### src/rtl/key_conditioner.sv
// Push-button front end: per-key 2-flop synchroniser, counter debouncer and edge detector.
// Produces registered one-cycle press/release pulses plus the debounced held level.
module key_conditioner #(
    parameter int NUM_KEYS        = 3,
    parameter int DEBOUNCE_CYCLES = 1000000
) (
    input  logic                clk,
    input  logic                rst,
    input  logic [NUM_KEYS-1:0] key_n,
    output logic [NUM_KEYS-1:0] key_pressed,
    output logic [NUM_KEYS-1:0] key_released,
    output logic [NUM_KEYS-1:0] key_held
);

    localparam int CNT_W = $clog2(DEBOUNCE_CYCLES + 1);
    localparam logic [CNT_W-1:0] CNT_LAST = CNT_W'(DEBOUNCE_CYCLES - 1);

    typedef enum logic {
        RELEASED = 1'b0,
        PRESSED  = 1'b1
    } keyState_t;

    logic [NUM_KEYS-1:0] r_sync1;
    logic [NUM_KEYS-1:0] r_sync2;
    logic [NUM_KEYS-1:0] r_pressed;
    logic [NUM_KEYS-1:0] r_released;
    keyState_t           r_state     [NUM_KEYS];
    logic [CNT_W-1:0]    r_cnt       [NUM_KEYS];

    logic [NUM_KEYS-1:0] w_sample;
    logic [NUM_KEYS-1:0] w_pressNext;
    logic [NUM_KEYS-1:0] w_releaseNext;
    keyState_t           w_stateNext [NUM_KEYS];
    logic [CNT_W-1:0]    w_cntNext   [NUM_KEYS];

    // Synchronised sample, inverted so 1 means the button is down.
    assign w_sample = ~r_sync2;

    always_ff @(posedge clk) begin
        if (rst) begin
            r_sync1    <= '1;
            r_sync2    <= '1;
            r_pressed  <= '0;
            r_released <= '0;
            for (int i = 0; i < NUM_KEYS; i++) begin
                r_state[i] <= RELEASED;
                r_cnt[i]   <= '0;
            end
        end else begin
            r_sync1    <= key_n;
            r_sync2    <= r_sync1;
            r_pressed  <= w_pressNext;
            r_released <= w_releaseNext;
            for (int i = 0; i < NUM_KEYS; i++) begin
                r_state[i] <= w_stateNext[i];
                r_cnt[i]   <= w_cntNext[i];
            end
        end
    end

    // Any agreeing sample clears the count; only an unbroken run of DEBOUNCE_CYCLES flips.
    always_comb begin
        w_pressNext   = '0;
        w_releaseNext = '0;
        for (int i = 0; i < NUM_KEYS; i++) begin
            w_stateNext[i] = r_state[i];
            w_cntNext[i]   = '0;
            if (w_sample[i] != (r_state[i] == PRESSED)) begin
                if (r_cnt[i] == CNT_LAST) begin
                    if (r_state[i] == PRESSED) begin
                        w_stateNext[i]   = RELEASED;
                        w_releaseNext[i] = 1'b1;
                    end else begin
                        w_stateNext[i] = PRESSED;
                        w_pressNext[i] = 1'b1;
                    end
                end else begin
                    w_cntNext[i] = r_cnt[i] + CNT_W'(1);
                end
            end
        end
    end

    always_comb begin
        key_held = '0;
        for (int i = 0; i < NUM_KEYS; i++) begin
            key_held[i] = (r_state[i] == PRESSED);
        end
    end

    assign key_pressed  = r_pressed;
    assign key_released = r_released;

endmodule

### config.mk
export PLATFORM = sky130hd
export DESIGN_NAME = key_conditioner
export DESIGN_NICKNAME = d
export VERILOG_FILES = /design/src/rtl/key_conditioner.sv
export SDC_FILE = /design/constraint.sdc
export NUM_CORES = 1
export LEC_CHECK = 0
export CORE_MARGIN = 2
export CORE_UTILIZATION = 54
export DETAILED_ROUTE_END_ITERATION = 10
export GPL_ROUTABILITY_DRIVEN = 0
export PLACE_DENSITY = 0.83
export SLEW_MARGIN = 15
export SYNTH_ARGS = -nofsm -noshare
export SYNTH_HDL_FRONTEND = slang
export SYNTH_SLANG_ARGS = --single-unit
export TNS_END_PERCENT = 30
### constraint.sdc
create_clock -name clk -period 2.2 [get_ports clk]
set_input_delay 0.44 -clock clk [delete_from_list [all_inputs] [get_ports clk]]
set_output_delay 0.44 -clock clk [all_outputs]
set_load 0.05 [all_outputs]
==> impl_metrics.json <==
{
  "fillers": 482,
  "dpl.hpwl_um": 4360,
  "drt_iter0_drc": 148,
  "cts_hold_buf": 0,
  "layout.nets": 399,
  "synth-seq-cells": 75,
  "max_freq_ghz": 0.481,
  "die_width_um": 81.4,
  "hold_path.class": "flop to flop",
  "skew_ns": 0.00942,
  "peakVddDrop_v": 0.000485,
  "endpoint_kind": "flop",
  "grt_max_degree": 20,
  "fin_crit_sh": 0.945,
  "holdCritStartpoint": "r_sync1[1]",
  "power.density_nw_per_um2": 665,
  "synth.distinct_cells": 41,
  "h-tree-depth": 3,
  "first_pass_iters": 5,
  "n_antenna_cell": 0,
  "whs_path_depth": 1,
  "intPower_mw": 1.96,
  "clk_pin_slew_ns": 0.08,
  "relSlewSlack": 0.579,
  "synth_edf_count": 0,
  "vias": 2701,
  "grt_pass1_wl_um": 10800,
  "pin_count": 14,
  "rsz0062_at_grt": "false",
  "syn_nets": 373,
  "fin_tns_setup_ns": 0,
  "clockBufferDepth": 2,
  "worstPathCellList": "or4b_1 -> or4_4 -> or2_4 -> nor4b_4",
  "p_leak_nw": 1.07,
  "cpMaxStageDelayCell": "or4_4",
  "p_total_mw": 2.47,
  "fp.dieH_um": 81.4,
  "drv_cap": 0,
  "area_growth_pct": 14.7,
  "r2r_slack_ns": 0.12,
  "grt_use_total": 0.210,
  "postRouteAntennaNets": 0,
  "insertion_delay_ns": 0.34,
  "synthesis.area_um2": 3240,
  "cts_resized": 0,
  "setup_violations": 0,
  "routed_wl_um": 6390,
  "yosys_warnings": 0,
  "crit_path_start_kind": "flop",
  "comb_power_share": 0.016,
  "worst_slack_ns": 0.121,
  "p_switching_uw": 507,
  "ys_async_sr_fraction": 0,
  "grt_pass1_vias": 2503,
  "ff2ff_path_depth": 4,
  "antenna_found_initial": 0,
  "portBuffers": 13,
  "row_count": 28,
  "postCtsSetupBuffers": 0,
  "syn_area_per_cell_um2": 8.86,
  "cp_data_required_time_ns": 2.46,
  "drv_slew": 0,
  "crit_fanout": 6,
  "viasPerCell": 5.75,
  "cts_inserted_buffers": 9,
  "finalCoreUtilization": 0.634,
  "synthFlopType": "dfxtp_1",
  "finalHoldViolations": 0,
  "wl_per_cell_um": 13.6,
  "p_clk_frac": 0.429,
  "min_period_ns": 2.08,
  "status": "finished clean",
  "min_to": "r_sync2[1]",
  "path_class": "flop to flop",
  "pwr-share-seq": 0.555,
  "overflow": 0,
  "drc": 0,
  "timing.rr.end": "key_released[0]",
  "cts_tree": "yes",
  "preCtsSetupSlack_ns": 0.134,
  "die_area_um2": 6630,
  "r2r_start": "r_cnt[0][11]",
  "switching_share": 0.205,
  "tightest_slew_ns": 0.626,
  "drive_gt1_frac": 0.0987,
  "root_buffer": "clkbuf_8",
  "slowest_delay_ns": 0.58,
  "coreArea_um2": 5850,
  "syn_inst": 365,
  "initial_core_util": 0.553,
  "cts.sinks": 75,
  "arrival_ns": 2.34,
  "yosysSeqAreaShare": 0.464
}
[cell type report]
cell class / instances / area, um^2 / area share
Tap cell: 75 / 93.8 / 0.0253
Clock inverter: 4 / 50.0 / 0.0135
Timing Repair Buffer: 23 / 218 / 0.0587
Inverter: 16 / 60.1 / 0.0162
Multi-Input combinational cell: 266 / 1640 / 0.441
Clock buffer: 11 / 151 / 0.0408
Sequential cell: 75 / 1500 / 0.405
[critical path, delay by kind of cell, from the launching register on]
kind / cells / cell delay (ns)
flops: 1 / 0.36
simple gates: 4 / 1.64
[metal layers]
metal,routed length (um),track usage,share of wire,up-vias
li1,-,-,-,1332
met1,2900,0.242,0.45,1277
met2,3110,0.366,0.49,75
met5,0,0,0,-
met4,93,0.0627,0.015,0
met3,289,0.0733,0.045,17
[layout by cell type, fill, tap and decap left out, types with 2 or more instances in the layout]
master / synthesis / layout
ha_1: 3 / 3
dfxtp_1: 75 / 75
o21ai_0: 8 / 8
nor4b_1: 3 / 3
nand4_1: 16 / 16
clkbuf_8: 0 / 11
xor2_1: 9 / 9
buf_4: 1 / 9
nand4b_1: 2 / 2
and4_1: 2 / 2
inv_1: 16 / 16
o31ai_1: 4 / 4
a211oi_1: 2 / 2
or3_1: 3 / 3
nor2b_1: 2 / 2
clkdlybuf4s50_1: 0 / 13
or2_0: 2 / 2
nor2_1: 63 / 63
and3_1: 6 / 6
or2_2: 7 / 7
or4b_1: 3 / 3
nor3b_1: 2 / 2
or4_1: 5 / 5
o221ai_1: 2 / 2
nor3_1: 18 / 18
xnor2_1: 37 / 37
nor4_1: 16 / 16
nand3_1: 20 / 20
nand2_1: 11 / 11
a21oi_1: 10 / 10
clkinvlp_4: 0 / 2
[registers in the layout, indices dropped and copies added (netlist names)]
register,flops
r_state,3
key_pressed,3
key_released,3
r_sync1,3
r_sync2,3
r_cnt,60
[power groups by stage]
| stage | sequential [mW] | combinational, mW | clock [mW] |
|---|---|---|---|
| 6_report | 1.37 | 0.0398 | 1.06 |
| 5_1_grt | 1.37 | 0.0433 | 1.14 |
| 4_1_cts | 1.37 | 0.0399 | 1.09 |
| 3_5_place_dp | 1.40 | 0.0396 | 0 |
| 3_3_place_gp | 1.40 | 0.0386 | 0 |
| 2_1_floorplan | 1.40 | 0.0210 | 0 |
[worst max path at each step]
stage,start,cells past startpoint,slack [ns],end
after global placement,r_cnt[0][11],4,0.19,key_released[0]
after floorplan,r_cnt[0][20],6,0.17,r_cnt[0][23]
after CTS,r_cnt[0][11],4,0.11,key_released[0]
after detailed placement,r_cnt[0][11],4,0.13,key_released[0]
final,r_cnt[0][11],4,0.12,key_released[0]
after global routing,r_cnt[0][11],4,0.06,key_released[0]
[synthesized netlist by cell type, types with 3 or more instances]
cell type,number,area [um^2]
nor4b_1,3,26.3
or2_2,7,43.8
nor4_1,16,100
nand3_1,20,100
dfxtp_1,75,1500
inv_1,16,60.1
a21oi_1,10,50.1
ha_1,3,37.5
o31ai_1,4,30.0
o21ai_0,8,40.0
or4b_1,3,30.0
and3_1,6,37.5
nor3_1,18,90.1
xor2_1,9,78.8
nand4_1,16,100
or3_1,3,18.8
clkbuf_1,4,15.0
xnor2_1,37,324
nand2_1,11,41.3
or4_1,5,37.5
nor2_1,63,236
[per-stage QoR]
step / hold slack (ns) / instances / cell area (um^2)
2_1_floorplan: 0.389 / 365 / 3240
3_3_place_gp: 0.391 / 455 / 3510
3_5_place_dp: 0.394 / 455 / 3510
4_1_cts: 0.412 / 470 / 3710
5_1_grt: 0.439 / 470 / 3710
6_report: 0.412 / 470 / 3710
[logic make-up (layout without fill, tap and decap cells)]
| group | after synthesis | in the layout | synth area share |
|---|---|---|---|
| DFF | 75 | 75 | 0.464 |
| AOI/OAI and AO/OA | 29 | 29 | 0.0565 |
| xor gates and xnor gates | 46 | 46 | 0.125 |
| adders and majority gates | 3 | 3 | 0.0116 |
| buffers and inverters | 24 | 54 | 0.0302 |
| and+or+nand+nor | 188 | 188 | 0.313 |
No activity file was read; power rests on OpenSTA's default activity.
